$ cat src/rtl/demux1x4_buf.sv
// demux1x4_buf: one input stream is steered by sel into one of four
// independent FIFO channels. Each channel has its own valid/ready output
// handshake. All outputs are derived from registered state only.
`timescale 1ns/1ps

module demux1x4_buf #(
    parameter int DW    = 4,
    parameter int DEPTH = 2
) (
    input  logic              clk,
    input  logic              rst,
    input  logic [DW-1:0]     din,
    input  logic [1:0]        sel,
    input  logic              in_valid,
    output logic              in_ready,
    output logic [4*DW-1:0]   dout,
    output logic [3:0]        out_valid,
    input  logic [3:0]        out_ready,
    output logic [3:0]        ch_full
);

    // DEPTH is a power of two, so the pointers wrap naturally at AW bits.
    localparam int AW = (DEPTH > 1) ? $clog2(DEPTH) : 1;
    localparam int CW = $clog2(DEPTH + 1);

    logic [DW-1:0] mem_q    [4][DEPTH];
    logic [DW-1:0] mem_d    [4][DEPTH];
    logic [AW-1:0] wr_ptr_q [4];
    logic [AW-1:0] wr_ptr_d [4];
    logic [AW-1:0] rd_ptr_q [4];
    logic [AW-1:0] rd_ptr_d [4];
    logic [CW-1:0] count_q  [4];
    logic [CW-1:0] count_d  [4];

    logic [3:0] push;
    logic [3:0] pop;
    logic [3:0] full_int;

    // Channel status and head data, all taken from registered state; an empty channel drives zeros.
    always_comb begin
        dout     = '0;
        full_int = '0;
        for (int k = 0; k < 4; k++) begin
            out_valid[k] = (count_q[k] != '0);
            full_int[k]  = (count_q[k] == CW'(DEPTH));
            if (count_q[k] != '0) begin
                dout[k*DW +: DW] = mem_q[k][rd_ptr_q[k]];
            end
        end
        ch_full  = full_int;
        in_ready = !full_int[sel];
    end

    // Next-state: one push into the selected channel plus independent pops on any channel.
    always_comb begin
        push = '0;
        pop  = '0;
        for (int k = 0; k < 4; k++) begin
            mem_d[k]    = mem_q[k];
            wr_ptr_d[k] = wr_ptr_q[k];
            rd_ptr_d[k] = rd_ptr_q[k];
            count_d[k]  = count_q[k];

            push[k] = in_valid && !full_int[sel] && (sel == 2'(k));
            pop[k]  = (count_q[k] != '0) && out_ready[k];

            if (push[k]) begin
                mem_d[k][wr_ptr_q[k]] = din;
                wr_ptr_d[k]           = wr_ptr_q[k] + AW'(1);
            end
            if (pop[k]) begin
                rd_ptr_d[k] = rd_ptr_q[k] + AW'(1);
            end
            case ({push[k], pop[k]})
                2'b10:   count_d[k] = count_q[k] + CW'(1);
                2'b01:   count_d[k] = count_q[k] - CW'(1);
                default: count_d[k] = count_q[k];
            endcase
        end
    end

    // State registers; reset clears contents, pointers and occupancy and suppresses all transfers.
    always_ff @(posedge clk) begin
        if (rst) begin
            for (int k = 0; k < 4; k++) begin
                for (int e = 0; e < DEPTH; e++) begin
                    mem_q[k][e] <= '0;
                end
                wr_ptr_q[k] <= '0;
                rd_ptr_q[k] <= '0;
                count_q[k]  <= '0;
            end
        end else begin
            for (int k = 0; k < 4; k++) begin
                for (int e = 0; e < DEPTH; e++) begin
                    mem_q[k][e] <= mem_d[k][e];
                end
                wr_ptr_q[k] <= wr_ptr_d[k];
                rd_ptr_q[k] <= rd_ptr_d[k];
                count_q[k]  <= count_d[k];
            end
        end
    end

endmodule

$ cat config.mk
export PLATFORM = sky130hd
export DESIGN_NAME = demux1x4_buf
export DESIGN_NICKNAME = d
export VERILOG_FILES = /design/src/rtl/demux1x4_buf.sv
export SDC_FILE = /design/constraint.sdc
export NUM_CORES = 1
export LEC_CHECK = 0
export CAP_MARGIN = 10
export CORE_MARGIN = 2
export CORE_UTILIZATION = 37
export CTS_BUF_LIST = sky130_fd_sc_hd__clkbuf_4
export DETAILED_ROUTE_END_ITERATION = 16
export SETUP_SLACK_MARGIN = 0.2
export SYNTH_ARGS = -nofsm -noshare
export SYNTH_HDL_FRONTEND = slang
export SYNTH_SLANG_ARGS = --single-unit
$ cat constraint.sdc
create_clock -name clk -period 2.4 [get_ports clk]
set_input_delay 0.48 -clock clk [delete_from_list [all_inputs] [get_ports clk]]
set_output_delay 0.48 -clock clk [all_outputs]
set_load 0.005 [all_outputs]
==> flow_metrics.py, run 1 <==
metrics = {
    "clock_network": {
        "cts_tree": "built",
        "insertion_delay_ns": 0.37,
        "cts_hold_buf": 0,
        "clk_pin_slew_ns": 0.15,
        "cts-root-buf": "clkbuf_4",
        "h-tree-depth": 2,
        "clockBufferDepth": 2,
        "cts.sinks": 48,
        "cts_made_buffers": 5,
    },
    "synthesis": {
        "syn_nets": 269,
        "avgSynthCellArea_um2": 10.0,
        "synth_area_leaders": "edfxtp_1 (24%), dfxtp_1 (22%), mux2i_1 (19%), nor2_1 (6.8%), nand2b_1 (4.7%)",
        "syn_inst": 252,
        "async_flop_share_pct": 0,
        "synth_top_cell_area_share_pct": 23.7,
        "ys_seq_area_share_pct": 45.9,
        "ys_ff_latch": 48,
        "ys.flop_type": "dfxtp_1",
        "ys_types": 33,
        "ys.warnings.count": 0,
        "yosys.area.top_type": "edfxtp_1",
        "synth_edf_count": 20,
        "netlist_area_um2": 2530,
    },
    "detailed_routing": {
        "route.met2.wl_mm": 2.38,
        "drc_errors": 0,
        "routed_wl_mm": 5.25,
        "wl_per_cell_um": 14.0,
        "wl_met1_mm": 2.57,
        "drt_iter0_drc": 49,
        "dr_wl_met3_um": 223,
        "viasPerCell": 4.85,
        "ant_nets": 0,
        "vias": 1825,
        "first_pass_iters": 4,
        "highest_layer": "met4",
    },
    "finish": {
        "final_nets": 312,
        "drive_above_1_share_pct": 13.9,
        "synthToLayoutAreaGrowth_pct": 23.9,
        "diodes": 0,
    },
    "floorplan": {
        "fp-row-count": 30,
        "ios": 38,
        "die_w_um": 86.7,
        "initial_utilization_pct": 37.7,
        "dieArea_um2": 7520,
        "core_um2": 6720,
        "die_y_um": 86.7,
    },
    "global_route": {
        "grt-ovfl-total": 0,
        "grt_max_degree": 27,
        "grt_pass1_wl_mm": 8.85,
        "antenna_found_initial": 0,
        "grt_use_total_pct": 15.0,
        "grt_pass1_vias": 1804,
    },
    "outcome": {
        "status": "finished clean",
    },
    "setup_path": {
        "crit_path_max_fanout": 5,
        "rr_startpoint": "count_q[0][5]$_SDFFE_PP0P_",
        "startpoint_type": "flip-flop",
        "critPathKind": "reg2out",
        "rr_worst_depth": 6,
        "end_kind": "primary output",
        "rr_endpoint": "count_q[0][5]$_SDFFE_PP0P_",
        "arrival_ns": 1.62,
        "r2r_slack_ns": 0.48,
        "required_ns": 1.92,
    },
    "power_and_ir_drop": {
        "power_frac_comb_pct": 27.7,
        "ir_drop_uv": 272,
        "intPower_uw": 1360,
        "p_leak_uw": 0.00119,
        "p_sw_share_pct": 30.3,
        "pwr-share-seq_pct": 52.7,
        "pwr-share-clk_pct": 19.6,
        "power_uw": 1960,
        "p_per_area_nw_per_um2": 624,
        "switchingPower_uw": 593,
    },
    "hold_path": {
        "holdPathEnd": "mem_q[3][7]$_SDFFE_PP0P_",
        "min-delay-start": "mem_q[3][7]$_SDFFE_PP0P_",
        "hp-class": "reg2reg",
        "whs_path_depth": 2,
    },
    "sta": {
        "clock.fmax_mhz": 475,
        "holdWs_ns": 0.486,
        "report.final.hold_viol_count": 0,
        "max_slew_margin_pct": 63.9,
        "rsz0062_at_grt": "false",
        "setup_viol_count_final": 0,
        "worstMarginPinSlew_ns": 0.541,
        "fin_skew_ns": 0.0242,
        "slew_violations": 0,
        "min_period_over_period_pct": 87.7,
        "period_needed_ns": 2.10,
    },
    "place": {
        "finalWeightedCongestion": 0.709,
        "place_hpwl_mm": 3.84,
        "io_buffers": 37,
    },
    "run": {
        "cap_violations": 0,
    },
}
==> synthesized netlist by cell type (2+ instances only) <==
cell      count
ha_1          4
mux2i_1      48
clkbuf_1     13
nor3_1        4
xor2_1        8
buf_1         2
nor2b_1       6
a21oi_1       6
dfxtp_1      28
nand2b_1     19
inv_1        10
mux2_1        2
edfxtp_1     20
o21ai_0       9
xnor2_1       4
nor2_1       46
or3_1         6
o31ai_1       2
==> cells by family (layout without fill, tap and decap cells) <==
kind of cell               after synthesis  in the layout  share of synthesized area, %
and+or+nand+nor                         91             91                          19.0
muxes                                   51             51                          20.3
DFF                                     48             48                          45.9
buffers and inverters                   28             72                          4.80
AOI/OAI and AO/OA                       18             18                          3.86
xor gates and xnor gates                12             12                          4.15
adders and majority gates                4              4                          1.98
==> power groups by stage <==
| stage | Combinational [uW] | Clock (uW) | Sequential (uW) |
|---|---|---|---|
| 5_1_grt | 602 | 427 | 1050 |
| 2_1_floorplan | 348 | 0 | 986 |
| 4_1_cts | 545 | 391 | 1020 |
| 6_report | 542 | 384 | 1030 |
| 3_3_place_gp | 535 | 0 | 1040 |
| 3_5_place_dp | 540 | 0 | 1040 |
==> what timing repair did <==
item	in CTS	in global routing
buffers inserted	0	0
pin swaps	0	0
gates resized for setup	6	8
setup endpoints to repair	2	19
==> cell type report <==
type	instances	area [um2]
Multi-Input combinational cell	176	1260
Sequential cell	48	1170
Inverter	11	46.3
Clock inverter	2	11.3
Timing Repair Buffer	53	500
Clock buffer	6	45.0
Fill cell	665	3580
Tap cell	80	100
==> layer usage <==
layer  global-route usage [%]  up-vias
met1                     20.9      835
li1                         -      940
met2                     22.7       41
met3                     3.24        9
met4                     6.11        0
met5                        0        -
==> sequential cells by signal, summed over array words and instances (netlist names) <==
register	cells
mem_q	32
count_q	8
rd_ptr_q	4
wr_ptr_q	4
==> critical path: stages (launching register included) <==
cell	delay, ns
dfxtp_2	0.39
nor2b_2	0.18
buf_4	0.17
clkdlybuf4s50_1	0.51
==> placed cells by master, fill, tap and decap left out, types with 2 or more instances in the layout <==
cell type	count
o31ai_1	2
inv_1	10
nor2b_2	3
xor2_1	8
ha_1	4
dfxtp_1	22
mux2_1	2
clkdlybuf4s50_1	35
nor2_1	43
xnor2_1	4
nor2b_1	3
o21ai_0	9
edfxtp_1	20
dfxtp_2	6
nor3_1	4
clkbuf_4	6
mux2i_1	48
nand2b_1	19
buf_4	15
or3_1	6
dlygate4sd2_1	2
nor2_2	3
a21oi_1	6
==> metrics by stage <==
| stage | cells | setup TNS (ns) | setup slack (ns) | instance area (um2) | util, % |
|---|---|---|---|---|---|
| global placement | 368 | -0.236 | -0.0861 | 3060 | 45.5 |
| detailed placement | 368 | -0.482 | -0.126 | 3060 | 45.5 |
| floorplan | 252 | 0 | 0.376 | 2530 | - |
| global route | 376 | 0 | 0.205 | 3130 | 46.6 |
| CTS | 376 | 0 | 0.210 | 3120 | 46.4 |
| finish | 376 | 0 | 0.296 | 3130 | 46.6 |
==> how the worst max path moves through the flow <==
stage	startpoint	endpoint	slack, ns	cells past startpoint
floorplan	sel[0]	count_q[0][5]$_SDFFE_PP0P_	0.38	6
global placement	sel[1]	in_ready	-0.09	4
detailed placement	sel[1]	in_ready	-0.13	4
CTS	count_q[0][7]$_SDFFE_PP0P_	ch_full[3]	0.21	2
global route	rd_ptr_q[3]$_SDFFE_PP0P_	dout[12]	0.21	3
finish	count_q[0][5]$_SDFFE_PP0P_	ch_full[2]	0.30	3
Note: power is estimated with default switching activity, not from simulation.
==> run 2: changes to the inputs <==
- GPL_TIMING_DRIVEN: default -> 0
==> flow_metrics.py, run 2 (synthesis gave the netlist of run 1 again) <==
metrics = {
    "floorplan": {
        "fp-row-count": 30,
        "dieArea_um2": 7520,
        "core_um2": 6720,
        "ios": 38,
        "die_y_um": 86.7,
        "die_w_um": 86.7,
        "initial_utilization_pct": 37.7,
    },
    "detailed_routing": {
        "first_pass_iters": 4,
        "ant_nets": 0,
        "routed_wl_mm": 5.47,
        "drc_errors": 0,
        "wl_met1_mm": 2.59,
        "wl_per_cell_um": 14.5,
        "highest_layer": "met4",
        "vias": 1882,
        "drt_iter0_drc": 77,
        "route.met2.wl_mm": 2.55,
        "dr_wl_met3_um": 269,
        "viasPerCell": 5.01,
    },
    "run": {
        "cap_violations": 0,
    },
    "sta": {
        "worstMarginPinSlew_ns": 0.662,
        "slew_violations": 0,
        "report.final.hold_viol_count": 0,
        "min_period_over_period_pct": 89.4,
        "max_slew_margin_pct": 55.9,
        "setup_viol_count_final": 0,
        "rsz0062_at_grt": "false",
        "period_needed_ns": 2.14,
        "clock.fmax_mhz": 466,
        "holdWs_ns": 0.482,
        "fin_skew_ns": 0.00552,
    },
    "clock_network": {
        "cts_hold_buf": 0,
        "insertion_delay_ns": 0.36,
        "cts.sinks": 48,
        "cts-root-buf": "clkbuf_4",
        "cts_made_buffers": 5,
        "cts_tree": "built",
        "clockBufferDepth": 2,
        "h-tree-depth": 2,
        "clk_pin_slew_ns": 0.14,
    },
    "global_route": {
        "grt_use_total_pct": 15.4,
        "antenna_found_initial": 0,
        "grt_pass1_vias": 1774,
        "grt_max_degree": 15,
        "grt_pass1_wl_mm": 8.85,
        "grt-ovfl-total": 0,
    },
    "place": {
        "postPlaceCellArea_um2": 2990,
        "io_buffers": 36,
        "place_hpwl_mm": 3.91,
        "finalWeightedCongestion": 0.691,
    },
    "finish": {
        "final_nets": 312,
        "diodes": 0,
        "regMostFlops": "mem_q",
        "seq_area_um2": 1160,
        "layout.cells.most_common": "mux2i_1",
        "mostFrequentLayoutCells": "mux2i_1 (47), nor2_1 (43), clkdlybuf4s50_1 (34)",
        "fin_util_pct": 46.7,
        "design_area_um2": 3140,
        "largest_registers": "mem_q: 32 flops, count_q: 8 flops",
        "drive_above_1_share_pct": 12.8,
        "multi_input_area_um2": 1300,
        "fillers": 654,
        "largest_register_ff_count": 32,
        "synthToLayoutAreaGrowth_pct": 24.0,
    },
    "power_and_ir_drop": {
        "power_frac_comb_pct": 28.5,
        "ir_drop_uv": 354,
        "p_sw_share_pct": 29.1,
        "pwr-share-seq_pct": 47.8,
        "intPower_uw": 1470,
        "p_leak_uw": 0.00119,
        "p_per_area_nw_per_um2": 660,
        "pwr-share-clk_pct": 23.7,
        "switchingPower_uw": 603,
    },
    "setup_path": {
        "required_ns": 2.70,
        "cpPeakStageDelay_ns": 0.52,
        "startpoint_type": "primary input",
        "crit_path_max_fanout": 3,
        "cp_cell_sequence": "clkdlybuf4s50_1 > nor2b_4 > or3b_4 > ha_1 > or3_1 > a21oi_1",
        "arrival_ns": 2.45,
        "crit_path_top_delay_cell": "clkdlybuf4s50_1",
        "r2r_slack_ns": 0.52,
        "critPathKind": "in2reg",
        "end_kind": "flip-flop",
    },
    "hold_path": {
        "hp-class": "reg2reg",
    },
    "outcome": {
        "status": "finished clean",
    },
}
==> run 2: changes by cell type in the layout (fill, tap and decap cells not counted), sizes merged <==
cell	delta
clkdlybuf4s50	-1
clkinvlp	-1
bufinv	+1
buf	-11
clkbuf	+12
==> run 2: critical path: cells and delay by family <==
kind | cells | cell delay [ns]
compound gates | 1 | 0.14
buf+inv | 1 | 0.52
fa+ha+maj | 1 | 0.34
simple gates | 3 | 0.96
==> run 2: layout make-up <==
class,instances,share of cell area [%]
clock inverters,2,1.12
multi-input cells,176,41.4
flip-flops and latches,48,37.1
well taps,80,3.19
plain buffers,17,2.87
repair buffers,36,11.4
clock buffers,6,1.44
inverters,11,1.48
==> run 2: power groups by stage <==
stage | clock network, uW | logic (uW) | registers (uW)
after floorplan | 0 | 348 | 986
after global placement | 0 | 560 | 997
after detailed placement | 0 | 570 | 999
after CTS | 506 | 578 | 983
after global routing | 536 | 653 | 1000
final | 491 | 590 | 989
==> run 2: repair_timing <==
action,4_1_cts,5_1_grt
resized for setup,13,20
setup buffers,0,0
endpoints found under the setup margin,37,35
endpoints found under the hold margin,0,0
pin swaps,0,0
==> run 2: worst paths after layout <==
check	endpoint	start	cells after the start
worst min-delay path	mem_q[2][0]$_SDFFE_PP0P_	mem_q[2][0]$_SDFFE_PP0P_	2
worst min register to register	mem_q[2][0]$_SDFFE_PP0P_	mem_q[2][0]$_SDFFE_PP0P_	2
worst max register to register	count_q[0][1]$_SDFFE_PP0P_	count_q[0][1]$_SDFFE_PP0P_	5
worst max-delay path	count_q[0][1]$_SDFFE_PP0P_	in_valid	6
==> run 2: stage by stage <==
| stage | setup slack [ns] | TNS [ns] | cells | power, uW |
|---|---|---|---|---|
| after floorplan | 0.376 | 0 | 252 | 1330 |
| after global placement | -0.269 | -7.12 | 368 | 1560 |
| after detailed placement | -0.329 | -9.44 | 368 | 1570 |
| after CTS | 0.224 | 0 | 376 | 2070 |
| after global routing | 0.207 | 0 | 376 | 2190 |
| final | 0.255 | 0 | 376 | 2070 |
==> run 2: layer usage <==
metal,vias to the layer above,GRT usage (%)
li1,942,-
met1,890,21.4
met2,44,24.3
met3,6,2.95
met4,0,4.69
met5,-,0
